--- src/rtl/seg_scan_encoder.sv ---
// Recovers BCD digits from a multiplexed 7-segment bus and presents each full frame on a valid/ready port.
// Optional macro SEG_ALT_GLYPH_EN adds alternate glyphs 1F->6, 72->7, 73->9.
module seg_scan_encoder #(
    parameter int DIGITS        = 4,
    parameter int STABLE_CYCLES = 4
) (
    input  logic                  clk,
    input  logic                  rst_n,
    input  logic [6:0]            seg_in,
    input  logic [DIGITS-1:0]     an_in,
    input  logic                  frame_ready,
    input  logic                  overflow_clr,
    output logic [4*DIGITS-1:0]   bcd_out,
    output logic [DIGITS-1:0]     err_out,
    output logic                  frame_valid,
    output logic                  overflow
);

    localparam int         IDX_W    = (DIGITS > 1) ? $clog2(DIGITS) : 1;
    localparam logic [7:0] STABLE_N = 8'(STABLE_CYCLES);

    typedef enum logic [1:0] {S_WAIT, S_SETTLE, S_HOLD} state_t;

    logic [6:0]          seg_m_q, seg_s_q;
    logic [DIGITS-1:0]   an_m_q, an_s_q;

    state_t              state_q, state_d;
    logic [IDX_W-1:0]    idx_q, idx_d;
    logic [6:0]          pat_q, pat_d;
    logic [DIGITS-1:0]   strobe_q, strobe_d;
    logic [7:0]          cnt_q, cnt_d;

    logic [4*DIGITS-1:0] asm_bcd_q, asm_bcd_d;
    logic [DIGITS-1:0]   asm_err_q, asm_err_d;
    logic [DIGITS-1:0]   seen_q, seen_d;

    logic [4*DIGITS-1:0] bcd_q, bcd_d;
    logic [DIGITS-1:0]   err_q, err_d;
    logic                frame_valid_q, frame_valid_d;
    logic                overflow_q, overflow_d;

    logic                an_onehot;
    logic [IDX_W-1:0]    an_idx;
    logic                capture;
    logic [3:0]          enc_bcd;
    logic                enc_err;
    logic                frame_complete;
    logic                load;
    logic                drop;

    always_ff @(posedge clk or negedge rst_n) begin
        if (!rst_n) begin
            seg_m_q       <= '0;
            seg_s_q       <= '0;
            an_m_q        <= '0;
            an_s_q        <= '0;
            state_q       <= S_WAIT;
            idx_q         <= '0;
            pat_q         <= '0;
            strobe_q      <= '0;
            cnt_q         <= '0;
            asm_bcd_q     <= '0;
            asm_err_q     <= '0;
            seen_q        <= '0;
            bcd_q         <= '0;
            err_q         <= '0;
            frame_valid_q <= 1'b0;
            overflow_q    <= 1'b0;
        end else begin
            seg_m_q       <= seg_in;
            seg_s_q       <= seg_m_q;
            an_m_q        <= an_in;
            an_s_q        <= an_m_q;
            state_q       <= state_d;
            idx_q         <= idx_d;
            pat_q         <= pat_d;
            strobe_q      <= strobe_d;
            cnt_q         <= cnt_d;
            asm_bcd_q     <= asm_bcd_d;
            asm_err_q     <= asm_err_d;
            seen_q        <= seen_d;
            bcd_q         <= bcd_d;
            err_q         <= err_d;
            frame_valid_q <= frame_valid_d;
            overflow_q    <= overflow_d;
        end
    end

    always_comb begin
        an_onehot = $onehot(an_s_q);
        an_idx    = '0;
        for (int i = 0; i < DIGITS; i++) begin
            if (an_s_q[i]) an_idx = IDX_W'(i);
        end
    end

    // Blank (all segments off) is a legal digit reported as nibble A.
    always_comb begin
        enc_bcd = 4'hF;
        enc_err = 1'b1;
        case (pat_q)
            7'h7E: begin enc_bcd = 4'h0; enc_err = 1'b0; end
            7'h30: begin enc_bcd = 4'h1; enc_err = 1'b0; end
            7'h6D: begin enc_bcd = 4'h2; enc_err = 1'b0; end
            7'h79: begin enc_bcd = 4'h3; enc_err = 1'b0; end
            7'h33: begin enc_bcd = 4'h4; enc_err = 1'b0; end
            7'h5B: begin enc_bcd = 4'h5; enc_err = 1'b0; end
            7'h5F: begin enc_bcd = 4'h6; enc_err = 1'b0; end
            7'h70: begin enc_bcd = 4'h7; enc_err = 1'b0; end
            7'h7F: begin enc_bcd = 4'h8; enc_err = 1'b0; end
            7'h7B: begin enc_bcd = 4'h9; enc_err = 1'b0; end
            7'h00: begin enc_bcd = 4'hA; enc_err = 1'b0; end
`ifdef SEG_ALT_GLYPH_EN
            7'h1F: begin enc_bcd = 4'h6; enc_err = 1'b0; end
            7'h72: begin enc_bcd = 4'h7; enc_err = 1'b0; end
            7'h73: begin enc_bcd = 4'h9; enc_err = 1'b0; end
`endif
            default: begin enc_bcd = 4'hF; enc_err = 1'b1; end
        endcase
    end

    always_comb begin
        state_d  = state_q;
        idx_d    = idx_q;
        pat_d    = pat_q;
        strobe_d = strobe_q;
        cnt_d    = cnt_q;
        capture  = 1'b0;
        case (state_q)
            S_WAIT: begin
                if (an_onehot) begin
                    idx_d    = an_idx;
                    pat_d    = seg_s_q;
                    strobe_d = an_s_q;
                    cnt_d    = 8'd1;
                    state_d  = S_SETTLE;
                end
            end
            S_SETTLE: begin
                if (an_s_q == strobe_q && seg_s_q == pat_q) begin
                    if (cnt_q + 8'd1 == STABLE_N) begin
                        capture = 1'b1;
                        cnt_d   = '0;
                        state_d = S_HOLD;
                    end else begin
                        cnt_d = cnt_q + 8'd1;
                    end
                end else if (an_onehot) begin
                    idx_d    = an_idx;
                    pat_d    = seg_s_q;
                    strobe_d = an_s_q;
                    cnt_d    = 8'd1;
                end else begin
                    state_d = S_WAIT;
                end
            end
            // One capture per strobe period: wait for the strobe to move on.
            S_HOLD: begin
                if (an_s_q != strobe_q) state_d = S_WAIT;
            end
            default: state_d = S_WAIT;
        endcase
    end

    always_comb begin
        frame_complete = &seen_q;
        load           = frame_complete && (!frame_valid_q || frame_ready);
        drop           = frame_complete && !load;

        asm_bcd_d = asm_bcd_q;
        asm_err_d = asm_err_q;
        seen_d    = frame_complete ? '0 : seen_q;
        for (int i = 0; i < DIGITS; i++) begin
            if (capture && idx_q == IDX_W'(i)) begin
                asm_bcd_d[4*i +: 4] = enc_bcd;
                asm_err_d[i]        = enc_err;
                seen_d[i]           = 1'b1;
            end
        end

        bcd_d = load ? asm_bcd_q : bcd_q;
        err_d = load ? asm_err_q : err_q;

        if (load)                              frame_valid_d = 1'b1;
        else if (frame_valid_q && frame_ready) frame_valid_d = 1'b0;
        else                                   frame_valid_d = frame_valid_q;

        if (drop)              overflow_d = 1'b1;
        else if (overflow_clr) overflow_d = 1'b0;
        else                   overflow_d = overflow_q;
    end

    assign bcd_out     = bcd_q;
    assign err_out     = err_q;
    assign frame_valid = frame_valid_q;
    assign overflow    = overflow_q;

endmodule
--- config.mk ---
export PLATFORM = sky130hd
export DESIGN_NAME = seg_scan_encoder
export DESIGN_NICKNAME = d
export VERILOG_FILES = /design/src/rtl/seg_scan_encoder.sv
export SDC_FILE = /design/constraint.sdc
export NUM_CORES = 1
export LEC_CHECK = 0
export BUFFER_PORTS_ARGS = -buffer_cell sky130_fd_sc_hd__buf_4
export CELL_PAD_IN_SITES_DETAIL_PLACEMENT = 1
export CELL_PAD_IN_SITES_GLOBAL_PLACEMENT = 1
export CORE_MARGIN = 10
export CORE_UTILIZATION = 45
export CTS_CLUSTER_SIZE = 24
export DETAILED_ROUTE_END_ITERATION = 8
export PLACE_DENSITY_LB_ADDON = 0.1
export SKIP_LAST_GASP = 1
export SYNTH_ARGS = -nofsm -noshare
export SYNTH_HDL_FRONTEND = slang
export SYNTH_SLANG_ARGS = --single-unit
--- constraint.sdc ---
create_clock -name clk -period 3.3 [get_ports clk]
set_input_delay 0.165 -clock clk [delete_from_list [all_inputs] [get_ports clk]]
set_output_delay 0.165 -clock clk [all_outputs]
set_load 0.1 [all_outputs]
# Word level (Yosys, flattened, before mapping)
# Index checks and enable logic that the tools add are counted.
[op_classes]
addsub = 4
eq_ne = 25
muxes = 36
n_reduce_logical = 25
[op_table]
columns = ["cell", "count"]
rows = [
  ["== test 7 bit (second input constant)", 8],
  ["case mux 4 bit (11 select lines)", 1],
  ["2-to-1 mux 8 bit", 3],
  ["2-to-1 mux 2 bit", 9],
  ["case mux 8 bit (2 select lines)", 1],
  ["== test 7 x 6 -> 1 bit (second input constant)", 2],
  ["2-to-1 mux 7 bit", 2],
  ["case mux 7 bit (2 select lines)", 1],
  ["nonzero test 2 bit", 7],
  ["2-to-1 mux 1 bit", 13],
  ["2-to-1 mux 4 bit", 3],
  ["OR reduction 11 bit", 1],
  ["adder 8 x 1 -> 8 bit (second input constant)", 1],
  ["== test 8 x 3 -> 1 bit (second input constant)", 1],
  ["logical AND 1 bit", 8],
  ["case mux 4 bit (2 select lines)", 1],
  ["AND reduction 4 bit", 2],
  ["== test 7 bit", 1],
  ["zero test 7 bit", 1],
  ["== test 2 bit (second input constant)", 3],
  ["inequality test 2 bit (second input constant)", 3],
  ["inequality test 3 bit (second input constant)", 2],
  ["case mux 2 bit (3 select lines)", 1],
  ["adder 1 x 1 -> 2 bit", 2],
  ["10 further kinds", 13],
]
[word_totals]
regBits = 91
input_bits = 15
out_inout_bits = 22

# Longest topological paths before layout
# Gate-level depths: netlist (run 1).
[depth]
ltp_word = 7
ltp_mapped = 12
ltp_nobuf = 11

# Least setup slack after synthesis (run 1)
# No wires, ideal clock.
[synth_path]
path_kind = "reg-to-reg"
from = "register cnt_q[0]"
to = "register asm_bcd_q[10]"
arrival_time_ns = 2.411
path_slack_ns = 0.764
path_stages_with_launch = 10
path_buffers = 2
synth_period_minus_slack_ns = 2.536
path_cell_list = "dfrtp_1 > ha_1 > and3_1 > nor3_1 > o211ai_1 > a221o_1 > buf_6 > or4b_4 > buf_6 > mux2_4"
[synth_between]
elab_chain_len = 6
[synth_rtl]
columns = ["element", "line_no", "text"]
rows = [
  ["from (decl)", "31", "logic [7:0] cnt_q, cnt_d;"],
  ["from (signal assigned)", "78", "cnt_q <= cnt_d;"],
  ["adder 8 x 1 -> 8 bit", "141", "if (cnt_q + 8'd1 == STABLE_N) begin"],
  ["== test 8 x 3 -> 1 bit", "141", ""],
  ["2-to-1 mux 1 bit", "141", ""],
  ["2-to-1 mux 1 bit", "140", "if (an_s_q == strobe_q && seg_s_q == pat_q) begin"],
  ["2-to-1 mux 1 bit", "129", "case (state_q)"],
  ["logical AND 1 bit", "174", "if (capture && idx_q == IDX_W'(i)) begin"],
  ["to (signal assigned)", "79", "asm_bcd_q <= asm_bcd_d;"],
  ["to (decl)", "33", "logic [4*DIGITS-1:0] asm_bcd_q, asm_bcd_d;"],
]
# No other way between the ends.
# A chain may end at the register's enable or synchronous reset.

# Worst setup path after layout (run 1)
[layout_path]
from = "register an_s_q[3]"
to = "register pat_q[0]"
[layout_between]
elab_chain_len = 6
word_cells_on_any_way = 10
[layout_rtl]
columns = ["element", "line_no", "text"]
rows = [
  ["from (decl)", "25", "logic [DIGITS-1:0] an_m_q, an_s_q;"],
  ["from (signal assigned)", "73", "an_s_q <= an_m_q;"],
  ["adder 1 x 1 -> 2 bit (not written as such)", "90", "an_onehot = $onehot(an_s_q);"],
  ["adder 2 x 2 -> 3 bit (not written as such)", "90", ""],
  ["== test 3 x 1 -> 1 bit", "90", ""],
  ["2-to-1 mux 7 bit (2 in a row)", "-", ""],
  ["case mux 7 bit (2 select lines)", "-", ""],
  ["to (signal assigned)", "76", "pat_q <= pat_d;"],
  ["to (decl)", "29", "logic [6:0] pat_q, pat_d;"],
]
# Parallel ways exist; a longest one is shown, timed or not. The select of a mux whose other input is x is not followed.

==> results of run 1 <==
## power by group through the flow
| stage | registers, uW | clock network (uW) | logic, uW |
|---|---|---|---|
| 6_report | 1350 | 772 | 395 |
| 5_1_grt | 1380 | 848 | 445 |
| 4_1_cts | 1350 | 788 | 404 |
| 3_5_place_dp | 1370 | 0 | 388 |
| 3_3_place_gp | 1370 | 0 | 373 |
| 2_1_floorplan | 1270 | 0 | 366 |
## per-layer routing
layer	wire (microns)	vias to the layer above	part of all wire (%)	track usage (%)
li1	-	1205	-	-
met1	3660	1265	45	16.3
met2	3920	44	49	21.5
met3	339	14	4.2	4.01
met4	150	0	1.9	4.31
met5	0	-	0	0
## path summary, 6_finish.rpt
check | to | cells past startpoint | slack (ns)
setup reg to reg | pat_q[0]$_DFFE_PN0P_ | 10 | 0.55
min in group asynchronous | bcd_out[15]$_DFFE_PN0P_ | 3 | 0.36
max in group asynchronous | an_s_q[1]$_DFF_PN0_ | 3 | 2.29
setup / recovery | pat_q[0]$_DFFE_PN0P_ | 10 | 0.55
hold reg to reg | seg_s_q[1]$_DFF_PN0_ | 0 | 0.35
hold / removal | frame_valid$_DFFE_PN0P_ | 3 | 0.12
## flip-flops by register name, summed over array words and instances, names as in the netlist
register	cells
idx_q	2
overflow	1
asm_err_q	4
seg_m_q	7
seen_q	4
state_q	2
bcd_out	16
asm_bcd_q	16
cnt_q	8
pat_q	7
an_s_q	4
err_out	4
an_m_q	4
frame_valid	1
seg_s_q	7
strobe_q	4
## through the flow
stage               setup slack [ns]  std cells  hold WS (ns)  cell area (sq um)
finish                         0.554        477         0.117               4580
floorplan                      0.764        320        -0.131               3910
global route                   0.340        477         0.142               4580
global placement               0.651        448         0.215               4250
CTS                            0.510        477         0.103               4580
detailed placement             0.580        448         0.213               4250
## cells in the mapped netlist (5+ instances only)
cell	instances	area, sq um
nor2_1	14	52.6
nand4_1	5	31.3
nor2b_1	5	31.3
nand3_1	7	35.0
clkbuf_1	9	33.8
mux2_2	28	315
mux2_4	6	90.1
inv_1	22	82.6
xnor2_1	12	105
o21ai_1	7	35.0
and3_1	5	31.3
dfrtp_1	91	2280
o21ai_0	6	30.0
nand2_1	24	90.1
mux2i_1	10	100
a22oi_1	5	37.5
## timing repair
item	4_1_cts	5_1_grt
setup endpoints to repair	0	0
endpoints found under the hold margin	85	0
hold buffers	13	0
## critical path, delay by kind of cell (launching register included)
family / cells / cell delay (ns)
adder cells (fa/ha/maj): 3 / 0.91
flip-flops: 1 / 0.40
buffers and inverters: 2 / 0.14
AND/OR/NAND/NOR: 4 / 0.71
multiplexers: 1 / 0.47
## cells by family after synthesis
family | Yosys count | share of synthesized area (%)
buf+inv | 40 | 4.71
flops | 91 | 58.3
simple gates | 87 | 12.5
compound gates | 38 | 6.31
mux | 47 | 13.8
xor+xnor | 12 | 2.69
fa+ha+maj | 5 | 1.79
## cell type report
class                      count  area, sq um
multi-input combinational    189         1450
tap                          105          131
timing repair buffer          54          438
clock buffer                  10          128
fill                         878         3760
inverter                      22         82.6
clock inverter                 6         72.6
sequential                    91         2280
==> results_dict.tcl, run 1 <==
set metrics [dict create \
    track_usage_pct 13.2 \
    post-cts-setup-buffers 0 \
    grt_max_degree 60 \
    power_uw 2520 \
    synthCells 320 \
    grt-ovfl-total 0 \
    path_class "flop to flop" \
    root_buffer "clkbuf_8" \
    p_clk_share_pct 30.6 \
    rsz0062_at_grt "no" \
    worst_pin_slew_ns 0.752 \
    critPathLaunch "an_s_q[3]$_DFF_PN0_" \
    final_common_cell "dfrtp_1" \
    setup_tns_ns 0 \
    combPwrFrac_pct 15.7 \
    drc 0 \
    intPower_uw 1760 \
    die_w_microns 113 \
    yosys_warnings 0 \
    post-route-min-period_ns 2.75 \
    synth-main-ff-cell "dfrtp_1" \
    cts-buffers-inserted 9 \
    clkTransAtPathRegs_ns 0.09 \
    die_area_sq_um 12800 \
    drv_cap 0 \
    syn_area_per_cell_sq_um 12.2 \
    finClkSkew_ns 0.00828 \
    clock_sinks 91 \
    hold_viol 0 \
    maxSlewViolCount 0 \
    io_pins 37 \
    drt_iter0_drc 90 \
    ant_nets 0 \
    grt_pass1_wl_mm 13.9 \
    first_pass_iters 4 \
    async_flop_share_pct 100 \
    fmax_mhz 364 \
    power.share.switching_pct 30.0 \
    tritoncts "built" \
    slowest_delay_ns 0.48 \
    power_density_nw_per_um2 551 \
    dpl.hpwl_mm 5.70 \
    gp_congestion 0.786 \
    min_from "frame_ready" \
    clock_path_buffers 2 \
    hp-class "primary input to flop" \
    final_cell_mix "91 x dfrtp_1, 41 x buf_4, 28 x mux2_2" \
    synth_nets 340 \
    final_nets 387 \
    setup_viol 0 \
    die_h_microns 113 \
    drive_gt1_share_pct 25.5 \
    cp_slowest_cell "fa_1" \
    port_buffers 36 \
    synth-seq-cells 91 \
    required_ns 3.55 \
    synth_edf_count 0 \
    synth_cell_types 50 \
    grt_pass1_vias 2657 \
    worstPathCellList "inv_1 -> fa_1 -> inv_1 -> ha_1 -> ha_1 -> nor2_1 -> nand2_1 -> nor2_1 -> nand2_1 -> mux2_1" \
    fin_crit_sh_pct 83.2 \
    drt_wl_total_mm 8.07 \
    power_frac_seq_pct 53.7 \
    start_util_pct 46.9 \
    clk_latency_ns 0.36 \
    coreArea_sq_um 8340 \
    antenna_found_initial 0 \
    wl_per_cell_microns 16.9 \
    htree_levels 3 \
    vias 2528 \
    diodes 0 \
    crit_path_end_kind "flop" \
    worstReg2RegStart "an_s_q[3]$_DFF_PN0_" \
    syn-cell-area_sq_um 3910 \
    status "finished, final reports clean" \
    p_sw_uw 757 \
    cp_max_fo 18 \
    vias_per_cell 5.30 \
    relSlewSlack_pct 49.9 \
    critPathLaunchType "flop" \
    cts.repair.resized 0 \
    ir_drop_v 0.000329 \
    seq_area_frac_synth_pct 58.3 \
    rows 33 \
    post-route-util_pct 54.9 \
    p_leak_uw 0.00225 \
    worst_ep_arrival_time_ns 2.99 \
    area_delta_synth_final_pct 17.1 \
]
(Power assumes the default switching activity.)
==> inputs of run 2 (changes only) <==
- clock period: 3.3 -> 2.6 ns (I/O delays scaled with it)
==> run 2 against run 1 <==
Worst setup slack worse by 0.49 ns. Final cell count rose by 4.6%. Highest routed layer unchanged. Register-to-register slack worse by 0.49 ns. Fmax rose by 8.4%. Non-clock buffer count is 22 higher.
==> results_dict.tcl, run 2 (synthesized netlist as in run 1, its figures left out) <==
set metrics [dict create \
    fmax_mhz 395 \
    hold_viol 0 \
    p_leak_uw 0.00235 \
    clock_path_buffers 2 \
    worstReg2RegEnd "asm_bcd_q[10]$_DFFE_PN0P_" \
    final_common_cell "dfrtp_1" \
    die_area_sq_um 12800 \
    relSlewSlack_pct 51.4 \
    rr_worst_depth 7 \
    r2r_slack_ns 0.07 \
    drt_wl_total_mm 8.27 \
    maxSlewViolCount 0 \
    grt_max_degree 56 \
    cp_max_fo 6 \
    required_ns 2.85 \
    critPathLaunchType "flop" \
    hold_ws_ns 0.0661 \
    setup_slack_ns 0.0673 \
    ir_drop_v 0.000442 \
    grt_pass1_vias 2859 \
    whs_path_depth 3 \
    drt_iter0_drc 98 \
    power_frac_seq_pct 49.0 \
    root_buffer "clkbuf_8" \
    area_delta_synth_final_pct 22.0 \
    wl_per_cell_microns 16.6 \
    vias 2599 \
    worst_ep_arrival_time_ns 2.79 \
    whs_endpoint "frame_valid$_DFFE_PN0P_" \
    track_usage_pct 13.4 \
    ant_nets 0 \
    min_from "frame_ready" \
    final_cell_mix "90 x dfrtp_1, 62 x buf_4, 28 x mux2_2" \
    crit_path_end_kind "flop" \
    antenna_found_initial 0 \
    post-route-min-period_ns 2.53 \
    grt-ovfl-total 0 \
    drv_cap 0 \
    path_class "flop to flop" \
    worst_pin_slew_ns 0.723 \
    clock_sinks 91 \
    power_density_nw_per_um2 690 \
    drive_gt1_share_pct 31.0 \
    fillers 865 \
    dpl_cell_area_sq_um 4390 \
    gp_congestion 0.816 \
    status "finished, final reports clean" \
    die_h_microns 113 \
    clk_latency_ns 0.37 \
    coreArea_sq_um 8340 \
    tritoncts "built" \
    io_pins 37 \
    p_sw_uw 970 \
    pre_cts_ws_ns 0.0465 \
    fin_crit_sh_pct 97.4 \
    vias_per_cell 5.21 \
    rows 33 \
    dpl.hpwl_mm 5.92 \
    final_nets 409 \
    setup_viol 0 \
    htree_levels 3 \
    combPwrFrac_pct 21.3 \
    power_uw 3290 \
    clkTransAtPathRegs_ns 0.09 \
    grt_pass1_wl_mm 14.1 \
    die_w_microns 113 \
    worstReg2RegStart "cnt_q[0]$_DFFE_PN0P_" \
    diodes 0 \
    power.share.switching_pct 29.5 \
    drc 0 \
    p_clk_share_pct 29.7 \
    port_buffers 36 \
    cts-buffers-inserted 9 \
    design_area_sq_um 4770 \
    finClkSkew_ns 0.0108 \
    intPower_uw 2320 \
    start_util_pct 46.9 \
    hp-class "primary input to flop" \
    first_pass_iters 4 \
]
## run 2: cell types whose count changed in the layout (fill, tap and decap cells not counted), sizes merged
cell / delta
clkinv: -1
clkinvlp: +1
buf: +22
## run 2: power by group through the flow
stage / Combinational, uW / Sequential, uW / Clock [uW]
floorplan: 465 / 1610 / 0
global placement: 677 / 1630 / 0
detailed placement: 697 / 1640 / 0
CTS: 714 / 1610 / 1000
global route: 786 / 1630 / 1060
finish: 702 / 1610 / 978
## run 2: timing repair
action                                 CTS  global route
setup endpoints to repair                1             9
endpoints found under the hold margin   66             0
pin swaps                                0             2
resized for setup                        0             5
setup buffers                            1             4
hold buffers                            13             0
## run 2: worst max-delay path by stage
| stage | start | to |
|---|---|---|
| 5_1_grt | cnt_q[0]$_DFFE_PN0P_ | asm_bcd_q[10]$_DFFE_PN0P_ |
| 6_report | cnt_q[0]$_DFFE_PN0P_ | asm_bcd_q[10]$_DFFE_PN0P_ |
| 3_3_place_gp | cnt_q[1]$_DFFE_PN0P_ | asm_bcd_q[13]$_DFFE_PN0P_ |
| 4_1_cts | cnt_q[0]$_DFFE_PN0P_ | asm_bcd_q[14]$_DFFE_PN0P_ |
| 3_5_place_dp | cnt_q[1]$_DFFE_PN0P_ | asm_bcd_q[6]$_DFFE_PN0P_ |
| 2_1_floorplan | cnt_q[0]$_DFFE_PN0P_ | asm_bcd_q[10]$_DFFE_PN0P_ |
## run 2: routing by layer
layer,vias to the layer above,global-route usage [%],part of all wire (%)
met4,0,5.50,1.5
li1,1240,-,-
met2,41,22.5,50
met5,-,0,0
met3,12,3.01,3.9
met1,1306,16.3,45
## run 2: worst max-delay path, cell delays in order, from the launching register on
cell and delay, ns:
dfrtp_1 0.43, ha_2 0.21, and3_4 0.20, and3_1 0.15
o211ai_1 0.09, a221o_1 0.41, or4b_4 0.60, mux2_4 0.32
## run 2: area by class of cell
class / instances / area (sq um) / share of cell area (%)
clock buffer: 10 / 128 / 2.68
sequential: 91 / 2280 / 47.8
inverter: 22 / 82.6 / 1.73
timing repair buffer: 76 / 616 / 12.9
multi-input combinational: 189 / 1460 / 30.7
clock inverter: 6 / 71.3 / 1.50
tap: 105 / 131 / 2.75
## run 2: through the flow
| step | instances | TNS (ns) | utilization [%] |
|---|---|---|---|
| 2_1_floorplan | 320 | 0 | - |
| 3_3_place_gp | 465 | 0 | 52.6 |
| 3_5_place_dp | 465 | 0 | 52.6 |
| 4_1_cts | 495 | 0 | 56.6 |
| 5_1_grt | 499 | -0.0739 | 57.2 |
| 6_report | 499 | 0 | 57.2 |
